--- config.mk ---
export PLATFORM = sky130hd
export DESIGN_NAME = clock_frequency_divider_flat
export DESIGN_NICKNAME = d
export VERILOG_FILES = /design/src/rtl/clock_frequency_divider_pkg.sv /design/src/rtl/clock_frequency_divider_if.sv /design/src/rtl/clock_frequency_divider_mod_counter.sv /design/src/rtl/clock_frequency_divider.sv /design/src/flat_wrapper.sv
export SDC_FILE = /design/constraint.sdc
export NUM_CORES = 1
export LEC_CHECK = 0
export BUFFER_PORTS_ARGS = -buffer_cell sky130_fd_sc_hd__buf_2
export CORE_MARGIN = 2
export CORE_UTILIZATION = 40
export DETAILED_ROUTE_END_ITERATION = 10
export SYNTH_ARGS = -nofsm -noshare
export SYNTH_HDL_FRONTEND = slang
export SYNTH_SLANG_ARGS = --single-unit
--- constraint.sdc ---
create_clock -name InClock -period 2.3 [get_ports InClock]
set_input_delay 0.23 -clock InClock [delete_from_list [all_inputs] [get_ports InClock]]
set_output_delay 0.23 -clock InClock [all_outputs]
set_load 0.005 [all_outputs]
--- src/rtl/clock_frequency_divider_pkg.sv ---
// Shared constants and elaboration-time helpers for the clock divider.
package clk_div_pkg;

  localparam int unsigned DefaultInputFrequency = 50_000_000;

  // Returns 0 for a zero output rate so the top level can flag it instead of dividing by zero.
  function automatic int unsigned half_period(input int unsigned in_hz, input int unsigned out_hz);
    if (out_hz == 0) begin
      return 0;
    end
    return in_hz / (2 * out_hz);
  endfunction

  function automatic int unsigned cnt_width(input int unsigned n);
    if (n <= 2) begin
      return 1;
    end
    return $clog2(n);
  endfunction

endpackage

--- src/rtl/clock_frequency_divider_if.sv ---
// Output bundle of the clock divider; OutTick exists only when CLK_DIV_TICK_EN is defined.
interface clock_frequency_divider_if;

  logic OutClock;
`ifdef CLK_DIV_TICK_EN
  logic OutTick;

  modport master (output OutClock, output OutTick);
  modport slave  (input OutClock, input OutTick);
`else
  modport master (output OutClock);
  modport slave  (input OutClock);
`endif

endinterface

--- src/rtl/clock_frequency_divider_mod_counter.sv ---
// Synchronous-reset modulo counter with a terminal-count flag (tc while count == MODULUS-1).
module mod_counter #(
  parameter int unsigned MODULUS = 2,
  parameter int unsigned W       = 1
) (
  input  logic clk,
  input  logic reset,
  output logic tc
);

  logic [W-1:0] count_q, count_d;

  assign tc = (count_q == W'(MODULUS - 1));

  always_comb begin
    count_d = count_q + W'(1);
    if (tc) begin
      count_d = '0;
    end
  end

  always_ff @(posedge clk) begin
    if (reset) begin
      count_q <= '0;
    end else begin
      count_q <= count_d;
    end
  end

endmodule

--- src/rtl/clock_frequency_divider.sv ---
// Divides InClock down to a 50% duty OutClock; define CLK_DIV_TICK_EN to add the OutTick strobe.
module clock_frequency_divider
  import clk_div_pkg::*;
#(
  parameter int unsigned INPUT_FREQUENCY  = DefaultInputFrequency,
  parameter int unsigned OUTPUT_FREQUENCY = 10
) (
  input  logic                        InClock,
  input  logic                        reset,
  clock_frequency_divider_if.master   div
);

  localparam int unsigned HALF_PERIOD = half_period(INPUT_FREQUENCY, OUTPUT_FREQUENCY);
  localparam int unsigned CNT_W       = cnt_width(HALF_PERIOD);

  if (OUTPUT_FREQUENCY == 0 || HALF_PERIOD < 1) begin : g_bad_params
    $error("clock_frequency_divider: OUTPUT_FREQUENCY must be nonzero and <= INPUT_FREQUENCY/2");
  end

  logic tc;
  logic out_clock_q;

  mod_counter #(
    .MODULUS (HALF_PERIOD),
    .W       (CNT_W)
  ) u_counter (
    .clk   (InClock),
    .reset (reset),
    .tc    (tc)
  );

  always_ff @(posedge InClock) begin
    if (reset) begin
      out_clock_q <= 1'b0;
    end else if (tc) begin
      out_clock_q <= ~out_clock_q;
    end
  end

  assign div.OutClock = out_clock_q;

`ifdef CLK_DIV_TICK_EN
  logic tick_q;

  // Fires on the same edge that takes OutClock from 0 to 1.
  always_ff @(posedge InClock) begin
    if (reset) begin
      tick_q <= 1'b0;
    end else begin
      tick_q <= tc & ~out_clock_q;
    end
  end

  assign div.OutTick = tick_q;
`endif

endmodule

--- src/flat_wrapper.sv ---
// flat-port wrapper written by rule: the top's interface ports become plain ports
module clock_frequency_divider_flat import clk_div_pkg::*;
#(
  parameter int unsigned INPUT_FREQUENCY  = DefaultInputFrequency,
  parameter int unsigned OUTPUT_FREQUENCY = 10
)
  (InClock, reset, div_OutClock);
  clock_frequency_divider_if div_i ();
  input  logic InClock;
  input  logic reset;
  output wire logic [$bits(div_i.OutClock)-1:0] div_OutClock;
  assign div_OutClock = div_i.OutClock;
  clock_frequency_divider #(.INPUT_FREQUENCY(INPUT_FREQUENCY), .OUTPUT_FREQUENCY(OUTPUT_FREQUENCY)) u_core (.InClock(InClock), .reset(reset), .div(div_i));
endmodule
Word level (Yosys, flattened, before mapping)

Index checks and enable logic that the tools add are counted.

Register bits: 23
Output and inout bits: 1
Input port bits: 2
Word-level logic and storage cells: 6

Add/sub/neg operators: 1
Reductions and logical operators: 1
Equality and inequality tests: 1
Bitwise logic cells: 1

Operators by type and width:

| kind                                           | count |
|---|---|
| adder 22 x 1 -> 22 bit (second input constant) | 1 |
| == test 22 bit (second input constant)         | 1 |
| OR reduction 2 bit                             | 1 |
| NOT 1 bit                                      | 1 |

Depth between registers and ports, before layout

Gate-level depths: netlist (run 1).

Depth in word-level cells: 2
Depth in mapped cells: 5
Mapped depth without buffers: 5

Modules after synthesis

Synthesis (run 1) repeated with hierarchy kept, for this count alone.

Cell total of the unflattened synthesis: 123
Area total of the unflattened synthesis: 1062.3 µm²

Modules (own cells, without submodules):

| module                  | cells each | times used | area each (µm²) | seq. area each (µm²) |
|---|---|---|---|---|
| mod_counter             | 120        | 1          | 1029.7          | 440.4 |
| clock_frequency_divider | 3          | 1          | 32.5            | 20.0 |

Least setup slack after synthesis (run 1)

OpenSTA, ideal clock, no wires.

Kind: register to register
Start: reg u_core.u_counter.count_q[0]
End: reg u_core.u_counter.count_q[20]
Setup time: 0.070 ns
Data arrival time: 1.514 ns
Clock period less this slack: 1.584 ns
Path slack: 0.716 ns
Cell stages (with the launch flop): 6
Path buffers: 0
Required time: 2.230 ns
Cells stage by stage: dfxtp_1 > ha_1 > and4_4 > nand2_2 > or4_1 > a21oi_1

Cells in the longest elaborated chain, start to end: 2
Elaborated cells between the ends (all ways): 3
Those cells by class: 1 x add/sub; 1 x eq/ne; 1 x reduce/logical

Ends and longest elaborated chain:

| item                                                           | line                                      | RTL |
|---|---|---|
| start: declaration                                             | clock_frequency_divider_mod_counter.sv:11 | `logic [W-1:0] count_q, count_d;` |
| start signal: assignment                                       | clock_frequency_divider_mod_counter.sv:26 | `count_q <= count_d;` |
| branches (longest 2 deep; another with adder 22 x 1 -> 22 bit) | n/a                                       |  |

Parallel ways; which one is timed is not known.
A chain may end at the register's enable or synchronous reset.

Worst setup path in the final report (run 1)

Ends and elaborated chain as after synthesis.

==> flow_metrics.env, run 1 <==
export IMPL_final_setup_viol_count=0
export IMPL_worst_slew_pin_slew_ns=0.277
export IMPL_die_x_um=55.9
export IMPL_net_count_synth=123
export IMPL_numCtsBuffers=3
export IMPL_io_pin_count=3
export IMPL_number_of_antenna_diodes=0
export IMPL_grt_antenna_before_repair=0
export IMPL_synth_distinct_cells=28
export IMPL_run_status="finished, final reports clean"
export IMPL_cts_htree_levels=1
export IMPL_layout_commonest_cell="sky130_fd_sc_hd__dfxtp_1"
export IMPL_total_leakage_power_uw=0.000427
export IMPL_number_of_global_route_vias_before_repair=818
export IMPL_post_route_antenna_net_violation_count=0
export IMPL_cp_required_ns=2.55
export IMPL_vdd_ir_drop_max_mv=0.383
export IMPL_timing_final_crit_share_pct=75.5
export IMPL_grt_first_pass_wirelength_um=3470
export IMPL_setup_repair_after_global_routing_missed_its_margin="no"
export IMPL_critPathSlowestCell="sky130_fd_sc_hd__or4_1"
export IMPL_syn_avg_cell_area_um2=8.97
export IMPL_critical_setup_path_class="flop to flop"
export IMPL_total_power_uw=609
export IMPL_final_fill_count=246
export IMPL_nets=130
export IMPL_dr_total_vias=839
export IMPL_synth_warnings=0
export IMPL_insertion_delay_ns=0.30
export IMPL_grt_start_max_net_pins=13
export IMPL_drt_pass1_iter_count=4
export IMPL_cell_area_reported_after_detailed_placement_um2=1120
export IMPL_synth_ff_latch_count=23
export IMPL_clock_sinks=23
export IMPL_io_buffers=2
export IMPL_critical_path_max_fanout=5
export IMPL_dr_first_iter_drc_count=13
export IMPL_hold_viol=0
export IMPL_final_cell_mix="sky130_fd_sc_hd__dfxtp_1, sky130_fd_sc_hd__nor2_1, sky130_fd_sc_hd__nand2_1, sky130_fd_sc_hd__xor2_1"
export IMPL_floorplan_core_area_um2=2520
export IMPL_critical_path_n_buffers_inverters=0
export IMPL_utilization_pct=45.3
export IMPL_drive_gt1_share_pct=10.3
export IMPL_syn_inst=120
export IMPL_post_dp_hpwl_um=1440
export IMPL_synth_flop_cell="sky130_fd_sc_hd__dfxtp_1"
export IMPL_post_drt_via_cell_ratio=5.38
export IMPL_area_growth_synth_to_final_pct=6.16
export IMPL_post_cts_resized=0
export IMPL_timing_setup_tns_ns=0
export IMPL_worst_setup_path_startpoint="u_core.u_counter.count_q[0]$_SDFF_PP0_"
export IMPL_relSlewSlack_pct=81.3
export IMPL_clock_root_buffer="sky130_fd_sc_hd__clkbuf_4"
export IMPL_r2r_worst_path_cells=5
export IMPL_async_reset_ff_share_pct=0
export IMPL_synth_seq_area_share_pct=42.8
export IMPL_min_path_type="input pin to flop"
export IMPL_path_delay_family="simple AND/OR/NAND/NOR gates"
export IMPL_arrival_worst_endpoint_ns=1.98
export IMPL_synth_edf_count=0
export IMPL_critical_path_max_stage_delay_ns=0.51
export IMPL_detail_route_wirelength_um=1960
export IMPL_floorplan_die_area_um2=3120
export IMPL_final_setup_skew_ns=0.00468
export IMPL_timing_final_max_slew_violations=0
export IMPL_start_util_pct=42.7
export IMPL_groute_usage_overall_pct=14.0
export IMPL_max_cap_violations=0
export IMPL_regToRegSetupSlack_ns=0.56
export IMPL_routed_wire_length_per_instance_um=12.6
export IMPL_tritoncts="built"
export IMPL_place_inst=152
export IMPL_final_instance_count_excl_fill=156
export IMPL_power_density_nw_per_um2=533
export IMPL_worst_setup_path_end_kind="flop"
export IMPL_postLayoutCellArea_um2=1140
export IMPL_clock_period_minus_final_worst_setup_slack_ns=1.74
export IMPL_clk_pin_slew_worst_paths_ns=0.12
export IMPL_clk_path_buf_depth=2
export IMPL_fp_row_count=18
export IMPL_reg2reg_to="u_core.u_counter.count_q[20]$_SDFF_PP0_"
export IMPL_critical_path_endpoint="u_core.u_counter.count_q[20]$_SDFF_PP0_"
export IMPL_worstSetupPathDepth=5
export IMPL_post_cts_repair_setup_buffers=0
export IMPL_crit_reg2reg_launch="u_core.u_counter.count_q[0]$_SDFF_PP0_"
export IMPL_hold_fix_buffers_at_cts=0
export IMPL_routability_cong=0.823
export IMPL_die_h_um=55.9
export IMPL_drt_drc_violations_left=0
export IMPL_critPathLaunchType="flop"
export IMPL_max_freq_mhz=576
export IMPL_synth_cell_area_um2=1080
export IMPL_crit_path_cell_trace="ha_1 > and4_4 > nand2_2 > or4_1 > a21oi_1"
export IMPL_overflow=0
## Yosys cell counts, types with 2 or more instances
master,instances,share of area (%)
sky130_fd_sc_hd__nand3_1,7,3.3
sky130_fd_sc_hd__and4_1,2,1.6
sky130_fd_sc_hd__nor2_1,16,5.6
sky130_fd_sc_hd__nand4_1,6,3.5
sky130_fd_sc_hd__nand2_1,9,3.1
sky130_fd_sc_hd__xor2_1,9,7.3
sky130_fd_sc_hd__inv_1,2,0.70
sky130_fd_sc_hd__buf_6,2,2.1
sky130_fd_sc_hd__dfxtp_1,23,43
sky130_fd_sc_hd__nor2b_1,2,1.2
sky130_fd_sc_hd__and3_1,5,2.9
sky130_fd_sc_hd__o21ai_0,6,2.8
sky130_fd_sc_hd__nor4_1,2,1.2
sky130_fd_sc_hd__a21oi_1,7,3.3
sky130_fd_sc_hd__xnor2_1,4,3.3
sky130_fd_sc_hd__or3_1,6,3.5
## worst min-delay path: stages
cell	delay, ns
sky130_fd_sc_hd__buf_2	0.11
sky130_fd_sc_hd__nor2_1	0.07
sky130_fd_sc_hd__mux2_2	0.14
## worst min-delay path by stage
stage	cells past startpoint	startpoint	to
floorplan	3	reset	u_core.u_counter.count_q[21]$_SDFF_PP0_
finish	3	reset	u_core.div.OutClock$_SDFFE_PP0N_
global route	3	reset	u_core.div.OutClock$_SDFFE_PP0N_
CTS	3	reset	u_core.div.OutClock$_SDFFE_PP0N_
detailed placement	1	u_core.u_counter.count_q[0]$_SDFF_PP0_	u_core.u_counter.count_q[0]$_SDFF_PP0_
global placement	1	u_core.u_counter.count_q[0]$_SDFF_PP0_	u_core.u_counter.count_q[0]$_SDFF_PP0_
## kinds of logic after synthesis
kind of cell	after synthesis	synth area share (%)
DFF	23	42.8
buffers and inverters	4	2.79
AOI/OAI and AO/OA	15	9.30
and+or+nand+nor	63	32.3
xor gates and xnor gates	13	10.6
adders and majority gates	1	1.16
muxes	1	1.05
## registers in the layout, indices dropped and copies added (netlist names)
register / count
u_core.u_counter.count_q: 22
u_core.div.OutClock: 1
## through the flow
stage	hold WS (ns)	setup WS (ns)
2_1_floorplan	0.427	0.716
3_5_place_dp	0.463	0.618
6_report	0.268	0.564
4_1_cts	0.260	0.562
5_1_grt	0.269	0.431
3_3_place_gp	0.457	0.654
## routing by layer
metal / vias to the layer above / routed length [um] / global-route usage, % / share of wire [%]
met5: - / 0 / 0 / 0
met4: 0 / 10 / 2.38 / 0.51
met3: 2 / 54 / 5.35 / 2.8
met2: 7 / 887 / 23.1 / 45
met1: 388 / 1010 / 17.6 / 51
li1: 442 / - / - / -
## report_power, final
| group | switching [uW] | internal [uW] |
|---|---|---|
| combinational | 11.9 | 9.02 |
| clock | 112 | 67.7 |
| sequential | 5.86 | 403 |
## cell type report
class | instances | area, um2 | share of cell area (%)
multi-input cells | 93 | 586 | 51.3
flip-flops and latches | 23 | 460 | 40.3
repair buffers | 4 | 25.0 | 2.19
well taps | 30 | 37.5 | 3.29
clock buffers | 4 | 26.3 | 2.30
inverters | 2 | 7.51 | 0.657
Note: power is estimated with default switching activity, not from simulation.
==> run 2: changes to the inputs <==
- ABC_AREA: default -> 1
- clock period: 2.3 -> 1.59 ns (I/O delays scaled with it)
==> flow_metrics.env, run 2 <==
export IMPL_final_setup_viol_count=0
export IMPL_post_cts_resized=0
export IMPL_start_util_pct=42.9
export IMPL_worst_setup_path_startpoint="u_core.u_counter.count_q[0]$_SDFF_PP0_"
export IMPL_critPathLaunchType="flop"
export IMPL_arrival_worst_endpoint_ns=1.67
export IMPL_overflow=0
export IMPL_run_status="finished, final reports clean"
export IMPL_routed_wire_length_per_instance_um=11.7
export IMPL_number_of_antenna_diodes=0
export IMPL_tritoncts="built"
export IMPL_numCtsBuffers=3
export IMPL_detailroute_wirelength_met3_um=49
export IMPL_synth_edf_count=0
export IMPL_groute_usage_overall_pct=15.9
export IMPL_max_cap_violations=0
export IMPL_routability_cong=0.845
export IMPL_clock_root_buffer="sky130_fd_sc_hd__clkbuf_4"
export IMPL_async_reset_ff_share_pct=0
export IMPL_synth_cell_area_um2=1200
export IMPL_net_count_synth=171
export IMPL_synth_commonest_cells="sky130_fd_sc_hd__nor2_1, sky130_fd_sc_hd__nand2_1, sky130_fd_sc_hd__dfxtp_1"
export IMPL_comb_power_share_pct=4.8
export IMPL_clock_period_minus_final_worst_setup_slack_ns=1.45
export IMPL_parity_gate_share_of_the_synthesized_area_counting_xor_and_xnor_cells_pct=6.55
export IMPL_post_synth_top_area_cell="sky130_fd_sc_hd__dfxtp_1"
export IMPL_registers_top_by_ff_count="u_core.u_counter.count_q"
export IMPL_fp_row_count=19
export IMPL_number_of_global_route_vias_before_repair=974
export IMPL_synth_warnings=0
export IMPL_synth_top_area_share_pct=38.3
export IMPL_drt_pass1_iter_count=4
export IMPL_layout_commonest_cell="sky130_fd_sc_hd__nor2_1"
export IMPL_power_density_nw_per_um2=694
export IMPL_hold_viol=0
export IMPL_grt_antenna_before_repair=0
export IMPL_met2_wl_um=1160
export IMPL_synth_top_area_cells="sky130_fd_sc_hd__dfxtp_1, sky130_fd_sc_hd__nor2_1, sky130_fd_sc_hd__nand3_1, sky130_fd_sc_hd__nand2_1, sky130_fd_sc_hd__nor2_2"
export IMPL_synth_seq_area_share_pct=38.3
export IMPL_final_cell_mix="sky130_fd_sc_hd__nor2_1, sky130_fd_sc_hd__nand2_1, sky130_fd_sc_hd__dfxtp_1"
export IMPL_final_setup_skew_ns=0.00516
export IMPL_grt_start_max_net_pins=17
export IMPL_syn_avg_cell_area_um2=7.16
export IMPL_dr_total_vias=1086
export IMPL_synth_adder_area_share_pct=1.04
export IMPL_detail_route_wirelength_um=2430
export IMPL_vdd_ir_drop_max_mv=0.437
export IMPL_max_freq_mhz=689
export IMPL_timing_final_max_slew_violations=0
export IMPL_register_area_um2=460
export IMPL_io_buffers=2
export IMPL_hold_fix_buffers_at_cts=0
export IMPL_total_leakage_power_uw=0.000463
export IMPL_final_fill_count=290
export IMPL_wirelength_met1_um=1180
export IMPL_relSlewSlack_pct=64.3
export IMPL_floorplan_die_area_um2=3460
export IMPL_post_cts_repair_setup_buffers=0
export IMPL_post_route_antenna_net_violation_count=0
export IMPL_highest_layer="met4"
export IMPL_place_inst=202
export IMPL_timing_setup_tns_ns=0
export IMPL_critical_setup_path_class="flop to flop"
export IMPL_synth_distinct_cells=20
export IMPL_post_synth_mux_area_share_pct=0
export IMPL_synth_compound_gate_area_share_pct=5.41
export IMPL_power_switching_share_pct=23.4
export IMPL_synthMostInstantiatedCell="sky130_fd_sc_hd__nor2_1"
export IMPL_clk_pin_slew_worst_paths_ns=0.13
export IMPL_clock_sinks=23
export IMPL_die_x_um=58.9
export IMPL_drive_gt1_share_pct=16.5
export IMPL_grt_first_pass_wirelength_um=4270
export IMPL_power_sequential_fraction_pct=64.6
export IMPL_post_synth_and_or_nand_nor_area_fraction_pct=42.1
export IMPL_fin_worst_hold_slack_ns=0.351
export IMPL_final_instance_count_excl_fill=207
export IMPL_dr_first_iter_drc_count=27
export IMPL_multi_input_area_um2=702
export IMPL_cp_required_ns=1.81
export IMPL_die_h_um=58.9
export IMPL_worst_setup_path_end_kind="flop"
export IMPL_post_dp_hpwl_um=1800
export IMPL_largest_family_of_logic_cells_by_synthesized_area="simple AND/OR/NAND/NOR gates"
export IMPL_setup_repair_after_global_routing_missed_its_margin="no"
export IMPL_nets=180
export IMPL_critical_path_max_fanout=8
export IMPL_area_growth_synth_to_final_pct=9.04
export IMPL_cts_htree_levels=1
export IMPL_post_drt_via_cell_ratio=5.25
export IMPL_clkPwrFrac_pct=30.6
export IMPL_synth_flop_cell="sky130_fd_sc_hd__dfxtp_1"
export IMPL_timing_final_crit_share_pct=91.2
export IMPL_syn_inst=168
export IMPL_worst_slew_pin_slew_ns=0.535
export IMPL_crit_reg2reg_launch="u_core.u_counter.count_q[0]$_SDFF_PP0_"
export IMPL_p_int_uw=698
export IMPL_drt_drc_violations_left=0
export IMPL_io_pin_count=3
export IMPL_hold_start="reset"
export IMPL_insertion_delay_ns=0.32
export IMPL_clk_path_buf_depth=2
export IMPL_floorplan_core_area_um2=2810
export IMPL_net_switching_power_uw=213
export IMPL_min_path_type="input pin to flop"
export IMPL_synth_ff_latch_count=23
export IMPL_largest_register_ff_count=22
[run 2: cell families after synthesis]
logic type,after synthesis
buffers and inverters,17
DFF,23
AOI/OAI and AO/OA,13
and+or+nand+nor,105
adders and majority gates,1
xor gates and xnor gates,9
[run 2: cell type report]
cell class,count,share of cell area [%]
Timing Repair Buffer,4,1.91
Clock buffer,4,2.00
Inverter,16,4.58
Tap cell,31,2.96
Multi-Input combinational cell,129,53.5
Sequential cell,23,35.1
[run 2: final timing paths]
kind | slack, ns | cells after the start | end
setup / recovery | 0.14 | 8 | u_core.u_counter.count_q[14]$_SDFF_PP0_
hold / removal | 0.35 | 4 | u_core.div.OutClock$_SDFFE_PP0N_
setup reg to reg | 0.14 | 8 | u_core.u_counter.count_q[14]$_SDFF_PP0_
hold reg to reg | 0.47 | 1 | u_core.u_counter.count_q[0]$_SDFF_PP0_
[run 2: power groups by stage]
stage / Clock [uW] / Sequential (uW) / Combinational (uW)
6_report: 279 / 588 / 44.0
5_1_grt: 311 / 590 / 50.1
4_1_cts: 285 / 588 / 37.2
3_5_place_dp: 0 / 601 / 36.9
3_3_place_gp: 0 / 600 / 36.1
2_1_floorplan: 0 / 600 / 36.1
[run 2: metal layers]
metal / vias to the layer above / GRT usage (%)
met4: 0 / 5.84
met5: - / 0
met1: 506 / 21.2
li1: 559 / -
met2: 16 / 25.6
met3: 5 / 2.64
[run 2: worst max-delay path: stages (launching register included)]
cell                      delay (ns)
sky130_fd_sc_hd__dfxtp_1        0.39
sky130_fd_sc_hd__ha_2           0.22
sky130_fd_sc_hd__nand2_2        0.08
sky130_fd_sc_hd__nor2_4         0.11
sky130_fd_sc_hd__nand3_2        0.09
sky130_fd_sc_hd__nor2_4         0.13
sky130_fd_sc_hd__nand2_4        0.14
sky130_fd_sc_hd__nand2_8        0.13
sky130_fd_sc_hd__a21oi_1        0.05
[run 2: per-stage QoR]
step,instance area (um2),utilization (%),setup slack (ns),power [uW]
floorplan,1200,-,0.154,636
global placement,1250,44.5,0.0810,636
detailed placement,1250,44.5,0.0233,638
CTS,1270,45.4,0.00610,910
global route,1310,46.8,0.00476,950
finish,1310,46.8,0.139,911
